--- src/rtl/mem_arbiter_pkg.sv ---
// Shared definitions for the I-cache/D-cache main-memory arbiter.
// Holds the state encoding, the owner encoding and the default widths.
package mem_arbiter_pkg;

    localparam int ADDR_W_DEF  = 28;
    localparam int BLOCK_W_DEF = 128;
    localparam int TIMEOUT_DEF = 64;

    typedef enum logic [1:0] {
        IDLE    = 2'd0,
        ISSUE   = 2'd1,
        WAIT    = 2'd2,
        RELEASE = 2'd3
    } arb_state_e;

    localparam logic OWNER_ICACHE = 1'b0;
    localparam logic OWNER_DCACHE = 1'b1;

endpackage

--- src/rtl/rr_arb2.sv ---
// Two-requester round-robin picker: on a tie the requester that did not
// own the port last time wins; a lone requester always wins.
module rr_arb2
    import mem_arbiter_pkg::*;
(
    input  logic [1:0] req,
    input  logic       last_owner,
    output logic       winner
);

    always_comb begin
        winner = OWNER_ICACHE;
        if (req == 2'b11) begin
            winner = ~last_owner;
        end else if (req == 2'b10) begin
            winner = OWNER_DCACHE;
        end
    end

endmodule

--- src/rtl/mem_arbiter.sv ---
// Shares one main-memory block port between the I-cache and D-cache
// controllers; each transaction runs IDLE -> ISSUE -> WAIT -> RELEASE.
module mem_arbiter
    import mem_arbiter_pkg::*;
#(
    parameter int ADDR_W         = ADDR_W_DEF,
    parameter int BLOCK_W        = BLOCK_W_DEF,
    parameter int TIMEOUT_CYCLES = TIMEOUT_DEF
) (
    input  logic               CLK,
    input  logic               RESET,
    input  logic               icache_mem_read,
    input  logic [ADDR_W-1:0]  icache_mem_address,
    output logic [BLOCK_W-1:0] icache_mem_readdata,
    output logic               icache_mem_busywait,
    input  logic               dcache_mem_read,
    input  logic               dcache_mem_write,
    input  logic [ADDR_W-1:0]  dcache_mem_address,
    input  logic [BLOCK_W-1:0] dcache_mem_writedata,
    output logic [BLOCK_W-1:0] dcache_mem_readdata,
    output logic               dcache_mem_busywait,
    output logic               mem_read,
    output logic               mem_write,
    output logic [ADDR_W-1:0]  mem_address,
    output logic [BLOCK_W-1:0] mem_writedata,
    input  logic [BLOCK_W-1:0] mem_readdata,
    input  logic               mem_busywait,
    output logic               grant_owner,
    output logic               mem_timeout_err
);

    localparam int CNT_W = $clog2(TIMEOUT_CYCLES + 1);

    arb_state_e         state_q, state_d;
    logic               owner_q, owner_d;
    logic               last_q, last_d;
    logic               rd_q, rd_d;
    logic               wr_q, wr_d;
    logic [ADDR_W-1:0]  addr_q, addr_d;
    logic [BLOCK_W-1:0] wdata_q, wdata_d;
    logic [CNT_W-1:0]   tcnt_q, tcnt_d;
    logic               terr_q, terr_d;

    logic icache_req, dcache_req, winner, complete;

    assign icache_req = icache_mem_read;
    assign dcache_req = dcache_mem_read | dcache_mem_write;

    // ISSUE deliberately ignores mem_busywait so a stale low level is never taken as done.
    assign complete = (state_q == WAIT) && !mem_busywait;

    rr_arb2 u_rr_arb2 (
        .req        ({dcache_req, icache_req}),
        .last_owner (last_q),
        .winner     (winner)
    );

    always_comb begin
        state_d = state_q;
        owner_d = owner_q;
        last_d  = last_q;
        rd_d    = rd_q;
        wr_d    = wr_q;
        addr_d  = addr_q;
        wdata_d = wdata_q;
        tcnt_d  = tcnt_q;
        terr_d  = terr_q;
        case (state_q)
            IDLE: begin
                if (icache_req || dcache_req) begin
                    owner_d = winner;
                    last_d  = winner;
                    state_d = ISSUE;
                    if (winner == OWNER_DCACHE) begin
                        // Read+write together is a write-back that must go first.
                        addr_d  = dcache_mem_address;
                        wdata_d = dcache_mem_writedata;
                        wr_d    = dcache_mem_write;
                        rd_d    = ~dcache_mem_write;
                    end else begin
                        addr_d  = icache_mem_address;
                        wdata_d = '0;
                        wr_d    = 1'b0;
                        rd_d    = 1'b1;
                    end
                end
            end
            ISSUE: state_d = WAIT;
            WAIT: begin
                if (complete) begin
                    rd_d    = 1'b0;
                    wr_d    = 1'b0;
                    tcnt_d  = '0;
                    state_d = RELEASE;
                end else begin
                    if (tcnt_q != CNT_W'(TIMEOUT_CYCLES)) begin
                        tcnt_d = tcnt_q + 1'b1;
                    end
                    if (tcnt_q == CNT_W'(TIMEOUT_CYCLES - 1)) begin
                        terr_d = 1'b1;
                    end
                end
            end
            RELEASE: state_d = IDLE;
            default: state_d = IDLE;
        endcase
    end

    always_ff @(posedge CLK or negedge RESET) begin
        if (!RESET) begin
            state_q <= IDLE;
            owner_q <= OWNER_ICACHE;
            last_q  <= OWNER_ICACHE;
            rd_q    <= 1'b0;
            wr_q    <= 1'b0;
            addr_q  <= '0;
            wdata_q <= '0;
            tcnt_q  <= '0;
            terr_q  <= 1'b0;
        end else begin
            state_q <= state_d;
            owner_q <= owner_d;
            last_q  <= last_d;
            rd_q    <= rd_d;
            wr_q    <= wr_d;
            addr_q  <= addr_d;
            wdata_q <= wdata_d;
            tcnt_q  <= tcnt_d;
            terr_q  <= terr_d;
        end
    end

    assign mem_read        = rd_q;
    assign mem_write       = wr_q;
    assign mem_address     = addr_q;
    assign mem_writedata   = wdata_q;
    assign grant_owner     = owner_q;
    assign mem_timeout_err = terr_q;

    assign icache_mem_busywait = icache_req & ~(complete && owner_q == OWNER_ICACHE);
    assign dcache_mem_busywait = dcache_req & ~(complete && owner_q == OWNER_DCACHE);
    assign icache_mem_readdata = (complete && owner_q == OWNER_ICACHE) ? mem_readdata : '0;
    assign dcache_mem_readdata = (complete && owner_q == OWNER_DCACHE) ? mem_readdata : '0;

endmodule
--- config.mk ---
export PLATFORM = sky130hd
export DESIGN_NAME = mem_arbiter
export DESIGN_NICKNAME = d
export VERILOG_FILES = /design/src/rtl/mem_arbiter_pkg.sv /design/src/rtl/rr_arb2.sv /design/src/rtl/mem_arbiter.sv
export SDC_FILE = /design/constraint.sdc
export NUM_CORES = 1
export LEC_CHECK = 0
export ABC_CLOCK_PERIOD_IN_PS = 1900
export BUFFER_PORTS_ARGS = -buffer_cell sky130_fd_sc_hd__buf_2
export CAP_MARGIN = 20
export CORE_AREA = 3 3 289 291
export DETAILED_ROUTE_END_ITERATION = 8
export DIE_AREA = 0 0 292 294
export HOLD_SLACK_MARGIN = 0.03
export MAX_ROUTING_LAYER = met4
export PLACE_DENSITY_LB_ADDON = 0.05
export SLEW_MARGIN = 40
export SYNTH_ARGS = -nofsm -noshare
export SYNTH_HDL_FRONTEND = slang
export SYNTH_SLANG_ARGS = --single-unit
--- constraint.sdc ---
create_clock -name CLK -period 1.9 [get_ports CLK]
set_clock_uncertainty 0.1 [all_clocks]
set_input_delay 0.38 -clock CLK [delete_from_list [all_inputs] [get_ports CLK]]
set_output_delay 0.38 -clock CLK [all_outputs]
set_load 0.005 [all_outputs]
==> metrics list, run 1 <==
* Status: complete, but fails checks
- Violated checks: setup timing
* Mux cell area share after synthesis: 3.87%
- Class of the tightest hold or removal check: input port to register
- IO buf count: between 700 and 800
- The detail route stage leaves a number of antenna-violating nets equal to 0.
* Number of DRC markers after the initial detailed-route iteration: 299
* Count of cell types in the netlist: 44
- In this run the static leakage power is 9.28 nW.
- In this run the number of H-tree levels came out at 4.
- First-pass GRT wire length: 102000 µm
- Routed WL: 78200 µm
- After synthesis, the largest family of logic cells by area is simple AND/OR/NAND/NOR gates.
- By startpoint and endpoint, the worst setup path is classified as register to output port.
* Count of mapped cells out of synthesis: 764
- Critical path fanouts, max: 6
- Global routing used a little under a fifth of the available tracks.
* Clock edge transition at the registers on the reported setup and hold paths: 0.08 ns
- CP Launch Type: register
- # DRC: 0
- Area fraction in and, or, nand and nor cells after synthesis: around 22%
- At the pin with the least slew margin, the transition time is between 0.4 and 0.5 ns.
* Synthesized-area fraction occupied by ao, oa, aoi and oai cells: 16.9%
* Sequence of cells on the critical path: inv_2, ha_4, inv_4, nor3b_4, buf_12, buf_12, clkbuf_16, and2_4, buf_6
- After synthesis, the mean cell area works out to 11.0 µm².
* Ports: roughly 740
- Setup violations remaining at the end of the flow were counted as about 260.
* Slew Limit Fails: 0
* Vias per cell: 3.62
* Post-Synthesis Cell Area: 8400 µm²
- STA classifies the critical path endpoint as an output port.
- In the final routed layout, each cell accounts on average for 28.3 µm.
* Number of max-cap violations: 0
- On the worst path, the slowest cell contributes a delay of 0.38 ns.
- Via count of the first global-routing pass: 10900
- Relative slew margins: 70.8%
* IR Drop Worst-Case VDD: 0.676 mV
- After layout, the worst path uses 136% of the clock period.
* Number of buffers on the longest clock path: 2
- Hold violation total from the final report: 0
- Post-synth ARST share: 100%
- Post-Syn Nets: around 1100
- Fraction of post-synthesis cell area in the top cell type by area: around half
* Die outline area: 85800 µm²
- Cell occurring most often along the worst timing path: buf_12
- Flops & latches, synth: 169
- The most used flip-flop cell after synthesis is dfrtp_1.
- Setup total negative slack on the finished layout was measured at -150.14 ns.
- Worst setup margin: -0.688 ns
* Antenna violations before repair: 37
- HPWL after detailed placement: 62200 µm
- Count of warnings emitted by yosys: 0
- STA puts the critical path data arrival time at 2.11 ns.
* RD Place Congestion: 1.04
* RSZ-0062 raised after global routing: yes
* Vias after detailed routing: 10000
- Die Ht: 294 µm
- Chip Width: 292 µm
* Effective utilization at floorplan: between 10% and 20%
- For the worst setup path, the data required time is 1.42 ns.
* Clock latency on the worst-skew pair: 0.47 ns
* Cell chosen for the clock root: clkbuf_16
- TritonCTS built the clock tree.
- Count of flip-flops with a built-in enable after synthesis: 0
- The synthesized netlist devotes 0% of its cell area to XOR and XNOR gates.
- Power spread over the standard cell area amounts to 1190 nW/µm².
* Post-layout minimum cycle time: 2.59 ns
- The share of the Yosys chip area taken by registers is 50.4%.
* TritonCTS sink count: 169
- Maximum clock frequency: 386 MHz
- Detailed-routing iteration count for the pre-antenna-repair pass: 4
- Gr ovfl total: 0
- Largest net degree at the start of global routing: 60
- Pre-CTS WS: -0.312 ns
- In the final layout, the share of cells above drive strength 1 is ~64%.
- Of the total synthesized cell area, the portion taken by full adders, half adders and majority gates is 0.596%.
* Area growth syn-to-layout: 119%
- TritonCTS buffer count: 17
* Synth top area cells: dfrtp_1, and2_1, a22o_1
* Number of placement rows: 104
- After the last flow step, the layout net total stands at 2001.
- dfrtp_1 takes more of the synthesized area than any other cell.
- After floorplanning, the core was sized to cover slightly above 80000 µm².
- For this design, the slowest cell found on the critical path is dfrtp_1.
[metal layers]
metal,vias to the layer above,wire (µm),global-route usage [%]
li1,4483,-,-
met1,4889,28700,18.7
met2,517,41200,32.7
met3,114,6030,5.76
met4,0,2200,4.87
met5,-,0,-
[cell families (layout without fill, tap and decap cells)]
family / Yosys count / in the layout
and+or+nand+nor: 308 / 308
AOI/OAI and AO/OA: 175 / 175
DFF: 169 / 169
buffers and inverters: 76 / 1004
muxes: 32 / 32
adders and majority gates: 4 / 4
other: 0 / 8
[placed cells by master (no fill, tap or decap), types with 5 or more instances in the layout]
cell and count:
diode_2 8, buf_8 9, mux2i_1 28, a21oi_1 5
buf_6 213, and2_1 51, o21ai_1 20, a22o_1 129
buf_4 27, and2_4 206, buf_16 11, o21ai_0 9
nand2_1 32, inv_1 8, dlygate4sd3_1 126, clkbuf_16 23
buf_12 40, buf_2 529, dfrtp_1 169
[flip-flops by register name (all words and copies together), names as in the netlist]
name	cells
tcnt_q	7
last_q	1
mem_write	1
mem_writedata	128
mem_address	28
mem_timeout_err	1
mem_read	1
state_q	2
[cell type report]
type,count,area (µm²)
Inverter,10,40.0
Antenna cell,8,20.0
Multi-Input combinational cell,519,4250
Timing Repair Buffer,962,7910
Clock inverter,14,180
Sequential cell,169,4230
Fill cell,8845,62400
Tap cell,1060,1330
Clock buffer,18,429
[stage by stage]
step / hold WS [ns] / instance area [µm²] / std cells / total power, mW / utilization, %
floorplan: -0.0156 / 8400 / 764 / 10.2 / -
global placement: 0.198 / 13700 / 2548 / 15.7 / 16.9
detailed placement: 0.194 / 13700 / 2548 / 15.5 / 16.9
CTS: 0.0392 / 17800 / 2753 / 21.9 / 22.0
global route: 0.0346 / 18400 / 2757 / 23.4 / 22.7
finish: 0.0766 / 18400 / 2760 / 21.9 / 22.8
[report_power, final]
group          switching, mW  leakage (nW)  internal [mW]
Sequential             0.785          2.15           5.14
Clock                   1.83         0.299           2.00
Combinational           5.74          6.83           6.38
Total                   8.36          9.28           13.5
[critical path, delay by kind of cell (launching register included)]
| family | cells | cell delay [ns] |
|---|---|---|
| adders and majority gates | 1 | 0.14 |
| buffers and inverters | 6 | 0.72 |
| DFF | 1 | 0.38 |
| and+or+nand+nor | 2 | 0.39 |
[repair_timing]
| item | CTS | global route |
|---|---|---|
| gates resized for setup | 398 | 179 |
| setup endpoints to repair | 258 | 401 |
| gates cloned | 21 | 8 |
| buffers inserted | 28 | 4 |
| endpoints found under the hold margin | 220 | 0 |
| pin swaps | 75 | 54 |
| hold buffers | 126 | 0 |
[final timing paths]
path,start,end,slack [ns],cells after the start
max in group asynchronous,RESET,mem_writedata[119],0.77,3
min in group asynchronous,RESET,mem_writedata[31],0.24,2
worst max-delay path,state_q[0],dcache_mem_readdata[121],-0.69,9
worst min register to register,mem_timeout_err,mem_timeout_err,0.37,1
worst min-delay path,dcache_mem_writedata[50],mem_writedata[50],0.08,2
worst max register to register,state_q[0],mem_read,0.08,8
[cells in the mapped netlist (all sizes together) (2+ instances only)]
cell type,count
clkbuf,28
o211ai,2
nor4b,3
inv,10
o2bb2ai,2
mux2,4
dfrtp,169
and2,257
o21ai,29
buf,38
nor2,5
mux2i,28
a21oi,5
ha,4
nand3,2
a22o,129
nand2,32
Power figures use the tool's default switching activity.
==> inputs of run 2 (changes only) <==
--- a/config.mk
+++ b/config.mk
@@ -5,12 +5,13 @@
 export SDC_FILE = /design/constraint.sdc
 export NUM_CORES = 1
 export LEC_CHECK = 0
-export ABC_CLOCK_PERIOD_IN_PS = 1900
+export ABC_CLOCK_PERIOD_IN_PS = 3300
 export BUFFER_PORTS_ARGS = -buffer_cell sky130_fd_sc_hd__buf_2
 export CAP_MARGIN = 20
 export CORE_AREA = 3 3 289 291
 export DETAILED_ROUTE_END_ITERATION = 8
 export DIE_AREA = 0 0 292 294
+export GPL_TIMING_DRIVEN = 0
 export HOLD_SLACK_MARGIN = 0.03
 export MAX_ROUTING_LAYER = met4
 export PLACE_DENSITY_LB_ADDON = 0.05
==> constraint.sdc (replaced) <==
create_clock -name CLK -period 3.3 [get_ports CLK]
set_clock_uncertainty 0.1 [all_clocks]
set_input_delay 0.66 -clock CLK [delete_from_list [all_inputs] [get_ports CLK]]
set_output_delay 0.66 -clock CLK [all_outputs]
set_load 0.005 [all_outputs]
==> metrics list, run 2 (synthesis gave the netlist of run 1 again) <==
- Status: complete, no violations (was complete, but fails checks)
* Biggest cell delay along the critical path: 0.36 ns (was 0.38 ns)
- Worst setup margin: 0.157 ns (was -0.688 ns)
- The switching power as a share of total power came to 40.7% (was 38.2%).
- Net count, final: 1842 (was 2001)
- The count of buffers inserted at the top-level ports is 734 (was 735).
- Placed cells: 2561 (was 2548)
- The buffer cell driving the clock tree root is clkbuf_16 (unchanged).
* Buf+Inv Stages, Crit Path: 5 (was 6)
* RD Place Congestion: 0.946 (was 1.04)
- Critical path fanouts, max: 10 (was 6)
* Crit share post-route: 95.2%
* Worst path slowest cell: dfrtp_1 (unchanged)
- Vias after detailed routing: 9337 (was 10000)
* Number of buffers on the longest clock path: 2 (unchanged)
- Area growth syn-to-layout: 69.5% (was 119%)
* Ports: 736 (unchanged)
- The DRC marker count from the first detailed-route iteration is 394 (was 299).
- HPWL after detailed placement: 63400 µm (was 62200 µm)
- The number of failing hold endpoints at the final stage is 0 (unchanged).
- Number of setup buffers added after CTS: 0 (was 28)
- The global-route wire length before repair was 95200 µm (was 102000 µm).
- The starting density of the core is 10.4% (unchanged).
- Routed WL: 73100 µm (was 78200 µm)
- Floorplan Core Area: 80800 µm² (unchanged)
- The max-capacitance violation count came to 0 (unchanged).
* IR Drop Worst-Case VDD: 0.327 mV (was 0.676 mV)
- The class of the worst hold path is input port to register (unchanged).
- Largest net degree at the start of global routing: 49 (was 60)
* Number of placement rows: 104 (unchanged)
- Fraction of the core area covered by cells at the end of the flow: 17.6% (was 22.8%)
- The clock group share of total power came to 19.8% (was 17.5%).
- Cell type group with the largest total delay on the critical path: buffers and inverters (unchanged)
* TritonCTS sink count: 169 (unchanged)
- The via count of the first global-routing pass was 10100 (was 10900).
- Die Ht: 294 µm (unchanged)
* Worst EP required: 2.54 ns (was 1.42 ns)
* Clock edge transition at the registers on the reported setup and hold paths: 0.08 ns (about the same)
* Sequence of cells on the critical path: inv_1, ha_4, inv_2, nor3b_4, buf_6, clkbuf_8, and2_1, buf_2 (was inv_2, ha_4, inv_4, nor3b_4, buf_12, buf_12, clkbuf_16, and2_4, buf_6)
- TritonCTS buffer count: 17 (unchanged)
- Critical Path Sink Type: output port (unchanged)
- Least-Margin Pin Slew: 0.577 ns (was 0.436 ns)
- Power density over the cells: 760 nW/µm² (was 1190 nW/µm²)
- The fraction of power consumed by sequential logic is 31.7% (was 27.1%).
- Vias per cell: 3.56 (was 3.62)
- Total Negative Setup Slacks: 0 ns (was -150.14 ns)
* Comb power frac: 48.5% (was 55.4%)
- The worst-skew pair later-pin latency came to 0.49 ns (was 0.47 ns).
- TritonCTS clock tree: yes (unchanged)
- Slew Limit Fails: 0 (unchanged)
- Critical path data arrival time: 2.38 ns (was 2.11 ns)
* Pre-CTS WS: 0.147 ns (was -0.312 ns)
- The number of filler instances in the final layout came to 9174 (was 8845).
* Most frequent cells in the layout: buf_2, and2_1, dfrtp_1 (was buf_2, buf_6, and2_4)
- The net switching power figure came to 4.40 mW (was 8.36 mW).
* Chip Width: 292 µm (unchanged)
- The most common library cell in the layout ignoring fill and taps was buf_2 (unchanged).
- Relative slew margins: 61.5% (was 70.8%)
- Total leakage power: 7.88 nW (was 9.28 nW)
* Max FFs per register: 128 (unchanged)
- The filler-free cell count of the finished design is 2621 (was 2760).
- Worst setup path category: register to output port (unchanged)
- The initial antenna violation count came to 47 (was 37).
- Detailed-route wire length per cell: 27.9 µm (was 28.3 µm)
- The final global-route overflow total was 0 (unchanged).
- The nature of the critical path startpoint was a register (unchanged).
* Number of H-tree levels: 4 (unchanged)
* # DRC: 0 (unchanged)
- Final Setup Violations: 0 (was 258)
- The setup slack on the worst flop-to-flop path came to 1.27 ns (was 0.08 ns).
- Detailed-routing iteration count for the pre-antenna-repair pass: 4 (unchanged)
- Pint: 6.42 mW (was 13.5 mW)
- The fraction of layout cells with a size suffix above 1 was 55.3% (was 64.4%).
* Post-layout minimum cycle time: 3.14 ns
* Number of antenna-violating nets in the routed design: 0 (unchanged)
* Maximum clock frequency: about 320 MHz
- All-layer global routing usage: 17.0% (was 18.0%)
- Die outline area: 85800 µm² (unchanged)
- RSZ-0062 raised after global routing: no (was yes).
-- run 2: changes by cell type in the layout (fill, tap and decap cells not counted), sizes merged --
cell	before	now
clkbuf	25	44
clkinv	5	7
clkinvlp	0	1
bufinv	2	1
inv	17	14
diode	8	28
buf	829	777
dlygate4sd3	126	1
-- run 2: repair_timing --
item / 4_1_cts / 5_1_grt
hold buffers: 1 / 0
gates resized for setup: 23 / 11
hold endpoints to repair: 42 / 0
endpoints found under the setup margin: 241 / 127
-- run 2: final timing paths --
path	cells after the start	end	start
setup / recovery	8	dcache_mem_readdata[99]	state_q[0]
hold / removal	2	mem_writedata[28]	dcache_mem_writedata[28]
setup reg to reg	7	mem_writedata[77]	state_q[0]
hold reg to reg	1	mem_timeout_err	mem_timeout_err
max in group asynchronous	4	mem_address[7]	RESET
min in group asynchronous	2	mem_writedata[31]	RESET
-- run 2: per-layer routing --
layer  up-vias  wire length, µm  GRT usage, %
met2       482            38700          30.9
met4         0             1560          4.41
met3        83             6240          6.21
li1       4186                -             -
met1      4586            26600          17.4
met5         -                0             -
-- run 2: per-stage QoR --
| step | hold WS [ns] | instance area (µm²) | total power [mW] |
|---|---|---|---|
| detailed placement | 0.364 | 13500 | 8.85 |
| global route | 0.234 | 14200 | 11.6 |
| finish | 0.283 | 14200 | 10.8 |
| CTS | 0.224 | 14100 | 11.2 |
| floorplan | 0.264 | 8400 | 5.87 |
| global placement | 0.360 | 13400 | 8.95 |
-- run 2: worst register-to-register path: stages (launching register included) --
cell and delay (ns):
dfrtp_1 0.36, inv_1 0.13, ha_1 0.27, inv_1 0.11, nor2_2 0.19, buf_4 0.31, buf_2 0.32, a22o_1 0.17
-- run 2: layout make-up --
| type | instances | area [µm²] | share of cell area [%] |
|---|---|---|---|
| Antenna cell | 28 | 70.1 | 0.492 |
| Buffer | 65 | 519 | 3.65 |
| Clock buffer | 19 | 453 | 3.18 |
| Clock inverter | 13 | 140 | 0.984 |
| Inverter | 10 | 37.5 | 0.264 |
| Multi-Input combinational cell | 519 | 3680 | 25.9 |
| Sequential cell | 169 | 4230 | 29.7 |
| Tap cell | 1060 | 1330 | 9.32 |
| Timing Repair Buffer | 738 | 3780 | 26.5 |
-- run 2: power by group through the flow --
stage          sequential (mW)  combinational [mW]  clock, mW
6_report                  3.43                5.24       2.15
5_1_grt                   3.55                5.75       2.35
4_1_cts                   3.44                5.43       2.28
3_5_place_dp              3.48                5.37          0
3_3_place_gp              3.47                5.49          0
2_1_floorplan             3.51                2.36          0
==> inputs of run 3 (changes only) <==
--- a/config.mk
+++ b/config.mk
@@ -5,12 +5,13 @@
 export SDC_FILE = /design/constraint.sdc
 export NUM_CORES = 1
 export LEC_CHECK = 0
+export ABC_AREA = 1
 export ABC_CLOCK_PERIOD_IN_PS = 3300
 export BUFFER_PORTS_ARGS = -buffer_cell sky130_fd_sc_hd__buf_2
 export CAP_MARGIN = 20
-export CORE_AREA = 3 3 289 291
+export CORE_AREA = 3 3 288 290
 export DETAILED_ROUTE_END_ITERATION = 8
-export DIE_AREA = 0 0 292 294
+export DIE_AREA = 0 0 291 293
 export GPL_TIMING_DRIVEN = 0
 export HOLD_SLACK_MARGIN = 0.03
 export MAX_ROUTING_LAYER = met4
==> metrics list, run 3 <==
* Status: complete, no violations (unchanged)
* Synth top area cells: dfrtp_1, nand2_1, nor2_1 (was dfrtp_1, and2_1, a22o_1)
* Max FFs per register: 128 (unchanged)
- Non-Filler Instances: 3146 (was 2621)
* Number of cells on the worst hold path: 3 (was 2)
- Count of mapped cells out of synthesis: 1300 (was 764)
- The number of buffers added by the clock tree synthesis step came to 17 (unchanged).
- R2R setup slack: 1.06 ns (was 1.27 ns)
- The final-report max-slew violation count was 0 (unchanged).
* Sequential cell area fraction in the yosys report: 47.9% (was 50.4%)
- Critical Path Sink Type: output port (unchanged)
- The biggest cell delay along the critical path was 0.38 ns (was 0.36 ns).
- Reg2Reg Launch Point: state_q[0] (unchanged)
* Die outline area: 85300 µm² (was 85800 µm²)
- IO buf count: 735 (was 734)
* Post-synth ARST share: 100% (unchanged)
- The worst slew slack as a fraction of its limit came to 57.9% (was 61.5%).
* Commonest non-fill, non-tap cell in the layout: buf_2 (unchanged)
- Power density over the cells: 741 nW/µm² (was 760 nW/µm²)
- The worst vdd rail ir drop was 0.341 mV (was 0.327 mV).
* Fill cells: 9425 (was 9174)
* CP Launch Type: register (unchanged)
* Fraction of the core area covered by cells at the end of the flow: 18.1% (was 17.6%)
- Detailed-routing iteration count for the pre-antenna-repair pass: 4 (unchanged)
* Worst hold start: dcache_mem_writedata[42] (was dcache_mem_writedata[28])
* Post-layout minimum cycle time: 3.11 ns (was 3.14 ns)
- The maximum fanout count along the critical path is 10 (unchanged).
* Leading post-synthesis cells by instance count: nand2_1, nor2_1, inv_1 (was and2_1, dfrtp_1, a22o_1)
- Crit share post-route: 94.1% (was 95.2%)
- TritonCTS clock tree: yes (unchanged)
* Worst path slowest cell: dfrtp_1 (unchanged)
- Vias after detailed routing: 10900 (was 9337)
* Count of warnings emitted by yosys: 0 (unchanged)
- Cell occurring most often along the worst timing path: buf_2
- Maximum clock frequency: 322 MHz (was 318 MHz)
* Cell chosen for the clock root: clkbuf_16 (unchanged)
- Chip Width: 291 µm (was 292 µm)
* Clock edge transition at the registers on the reported setup and hold paths: 0.08 ns (about the same)
- First-pass GRT wire length: 88600 µm (was 95200 µm)
- The standard-cell row count came to 104 (unchanged).
- Worst hold slack after final layout: 0.306 ns (was 0.283 ns)
* Largest net degree at the start of global routing: 62 (was 49)
- Gr ovfl total: 0 (unchanged)
- The via density per instance is 3.47 (was 3.56).
- TritonCTS sink count: 169 (unchanged)
- The cell type contributing the most total cell area after synthesis is dfrtp_1 (unchanged).
- All-layer global routing usage: 15.2% (was 17.0%)
- Ports: 736 (unchanged)
- Via count of the first global-routing pass: 11000 (was 10100)
- Flops & latches, synth: 169 (unchanged)
- The number of setup violations in the final report was 0 (unchanged).
- The worst-case reg-to-reg path depth is 6 (was 7).
* Detailed-route wire length per cell: 20.6 µm (was 27.9 µm)
- The class of the worst hold path was input port to register (unchanged).
- The dominant delay contributor by cell family on the critical path is buffers and inverters (unchanged).
- HPWL after detailed placement: 54800 µm (was 63400 µm)
- Mean instance size in the synthesized netlist: 6.79 µm² (was 11.0 µm²)
- Number of max-cap violations: 0 (unchanged)
- The data required time of the worst path is 2.54 ns (about the same).
- The number of nets produced by synthesis came to 1622 (was 1086).
- The number of failing hold endpoints at the final stage was 0 (unchanged).
- Most used flip-flop cell after synthesis: dfrtp_1 (unchanged)
- The overall power of the completed layout is 10.8 mW (about the same).
* RR Endpoint: mem_writedata[94] (was mem_writedata[77])
* Number of H-tree levels: 4 (unchanged)
* RD Place Congestion: 0.902 (was 0.946)
- The netlist area before placement is 8830 µm² (was 8400 µm²).
- Count of flip-flops with a built-in enable after synthesis: 0 (unchanged)
- Die Ht: 293 µm (was 294 µm)
- The endpoint arrival time on the critical path came to 2.35 ns (was 2.38 ns).
- Sequence of cells on the critical path: inv_1, ha_2, inv_2, nor2_4, nand2_2, clkbuf_8, buf_2, nor2_1, buf_2 (was inv_1, ha_4, inv_2, nor3b_4, buf_6, clkbuf_8, and2_1, buf_2).
* Worst setup path category: register to output port (unchanged)
- Ratio of cells with drive above 1 in the final layout: 41.0% (was 55.3%)
- The slew at the pin closest to its max-slew limit came to 0.631 ns (was 0.577 ns).
* Effective utilization at floorplan: 11.0% (was 10.4%)
- Most frequent cells in the layout: buf_2, nand2_1, nor2_1 (was buf_2, and2_1, dfrtp_1)
* Clock latency on the worst-skew pair: 0.48 ns (was 0.49 ns)
* Number of buffers on the longest clock path: 2 (unchanged)
- The DRC marker count from the first detailed-route iteration is 469 (was 394).
- The area of the core came to 80500 µm² (was 80800 µm²).
- # DRC: 0 (unchanged)
- The cell count after placement came to 3098 (was 2561).
* Most common cell in the netlist: nand2_1 (was and2_1)
- Buf+Inv Stages, Crit Path: 5 (unchanged)
* Count of cell types in the netlist: 18 (was 44)
* Total leakage power: 9.19 nW (was 7.88 nW)
* Antenna violations before repair: 31 (was 47)
- Number of antenna-violating nets in the routed design: 0 (unchanged)
- Fraction of post-synthesis cell area in the top cell type by area: 47.9% (was 50.4%)
- Area growth syn-to-layout: 65.5% (was 69.5%)
- The total detailed-routing wirelength is 64800 µm (was 73100 µm).
- Terminating pin of the worst hold path: mem_writedata[42] (was mem_writedata[28])
- RSZ-0062 raised after global routing: no (unchanged).
- Net count, final: 2380 (was 1842)
==> run 3: changes by cell type after synthesis, sizes merged, moves of 4 or more <==
cell | previous run | this run
o21ai | 29 | 33
mux2 | 4 | 0
nand2 | 32 | 391
mux2i | 28 | 0
clkbuf | 28 | 14
nor2 | 5 | 298
and2 | 257 | 0
inv | 10 | 179
a22o | 129 | 0
nand3 | 2 | 138
buf | 38 | 69
==> run 3: cells by family (layout without fill, tap and decap cells) <==
family          count (synthesis)  count (layout)  synth area share (%)
compound gates                 36              36                  2.11
other cells                     0              15                     0
buf+inv                       262            1033                  12.2
flops                         169             169                  47.9
simple gates                  829             829                  37.3
fa+ha+maj                       4               4                 0.567
==> run 3: timing repair <==
action | 4_1_cts | 5_1_grt
resized for setup | 12 | 1
setup buffers | 0 | 0
hold buffers | 1 | 0
hold endpoints to repair | 14 | 0
endpoints found under the setup margin | 200 | 7
==> run 3: tightest hold or removal path: stages <==
cell	delay (ns)
buf_2	0.07
nand3_1	0.06
nand2_1	0.06
==> run 3: area by class of cell <==
cell class              instances  area, µm²  area share, %
clock inverters                12        139          0.950
multi-input cells             869       3560           24.3
diodes                         15       37.5          0.257
clock buffers                  20        447           3.06
plain buffers                  83        428           2.93
flip-flops and latches        169       4230           28.9
repair buffers                739       3780           25.9
inverters                     179        672           4.60
well taps                    1060       1330           9.07
==> run 3: worst max-delay path by stage <==
| stage | startpoint | to | slack [ns] | cells past startpoint |
|---|---|---|---|---|
| after floorplan | state_q[0] | dcache_mem_readdata[100] | 1.19 | 8 |
| after global placement | RESET | mem_writedata[16] | -2.31 | 1 |
| after detailed placement | mem_busywait | dcache_mem_readdata[100] | -0.14 | 7 |
| after CTS | state_q[0] | dcache_mem_readdata[100] | 0.01 | 9 |
| after global routing | state_q[0] | icache_mem_readdata[108] | 0.01 | 9 |
| final | state_q[0] | dcache_mem_readdata[87] | 0.19 | 9 |
==> run 3: where the power goes <==
group | switching (mW) | internal, mW | leakage (nW)
clock network | 1.01 | 1.14 | 0.274
registers | 0.475 | 2.96 | 2.15
logic | 3.39 | 1.86 | 6.77
total | 4.88 | 5.96 | 9.19
==> run 3: through the flow <==
stage | setup TNS (ns) | cell area (µm²) | setup slack [ns]
after CTS | 0 | 14600 | 0.0112
after detailed placement | -0.191 | 13900 | -0.144
after global routing | 0 | 14600 | 0.0138
final | 0 | 14600 | 0.194
after global placement | -405.30 | 13800 | -2.31
after floorplan | 0 | 8830 | 1.19
==> run 3: metal layers <==
| metal | global-route usage [%] | part of all wire (%) |
|---|---|---|
| met1 | 17.6 | 42 |
| met2 | 25.5 | 50 |
| met3 | 4.56 | 6.6 |
| met4 | 4.13 | 1.9 |
| met5 | - | 0 |
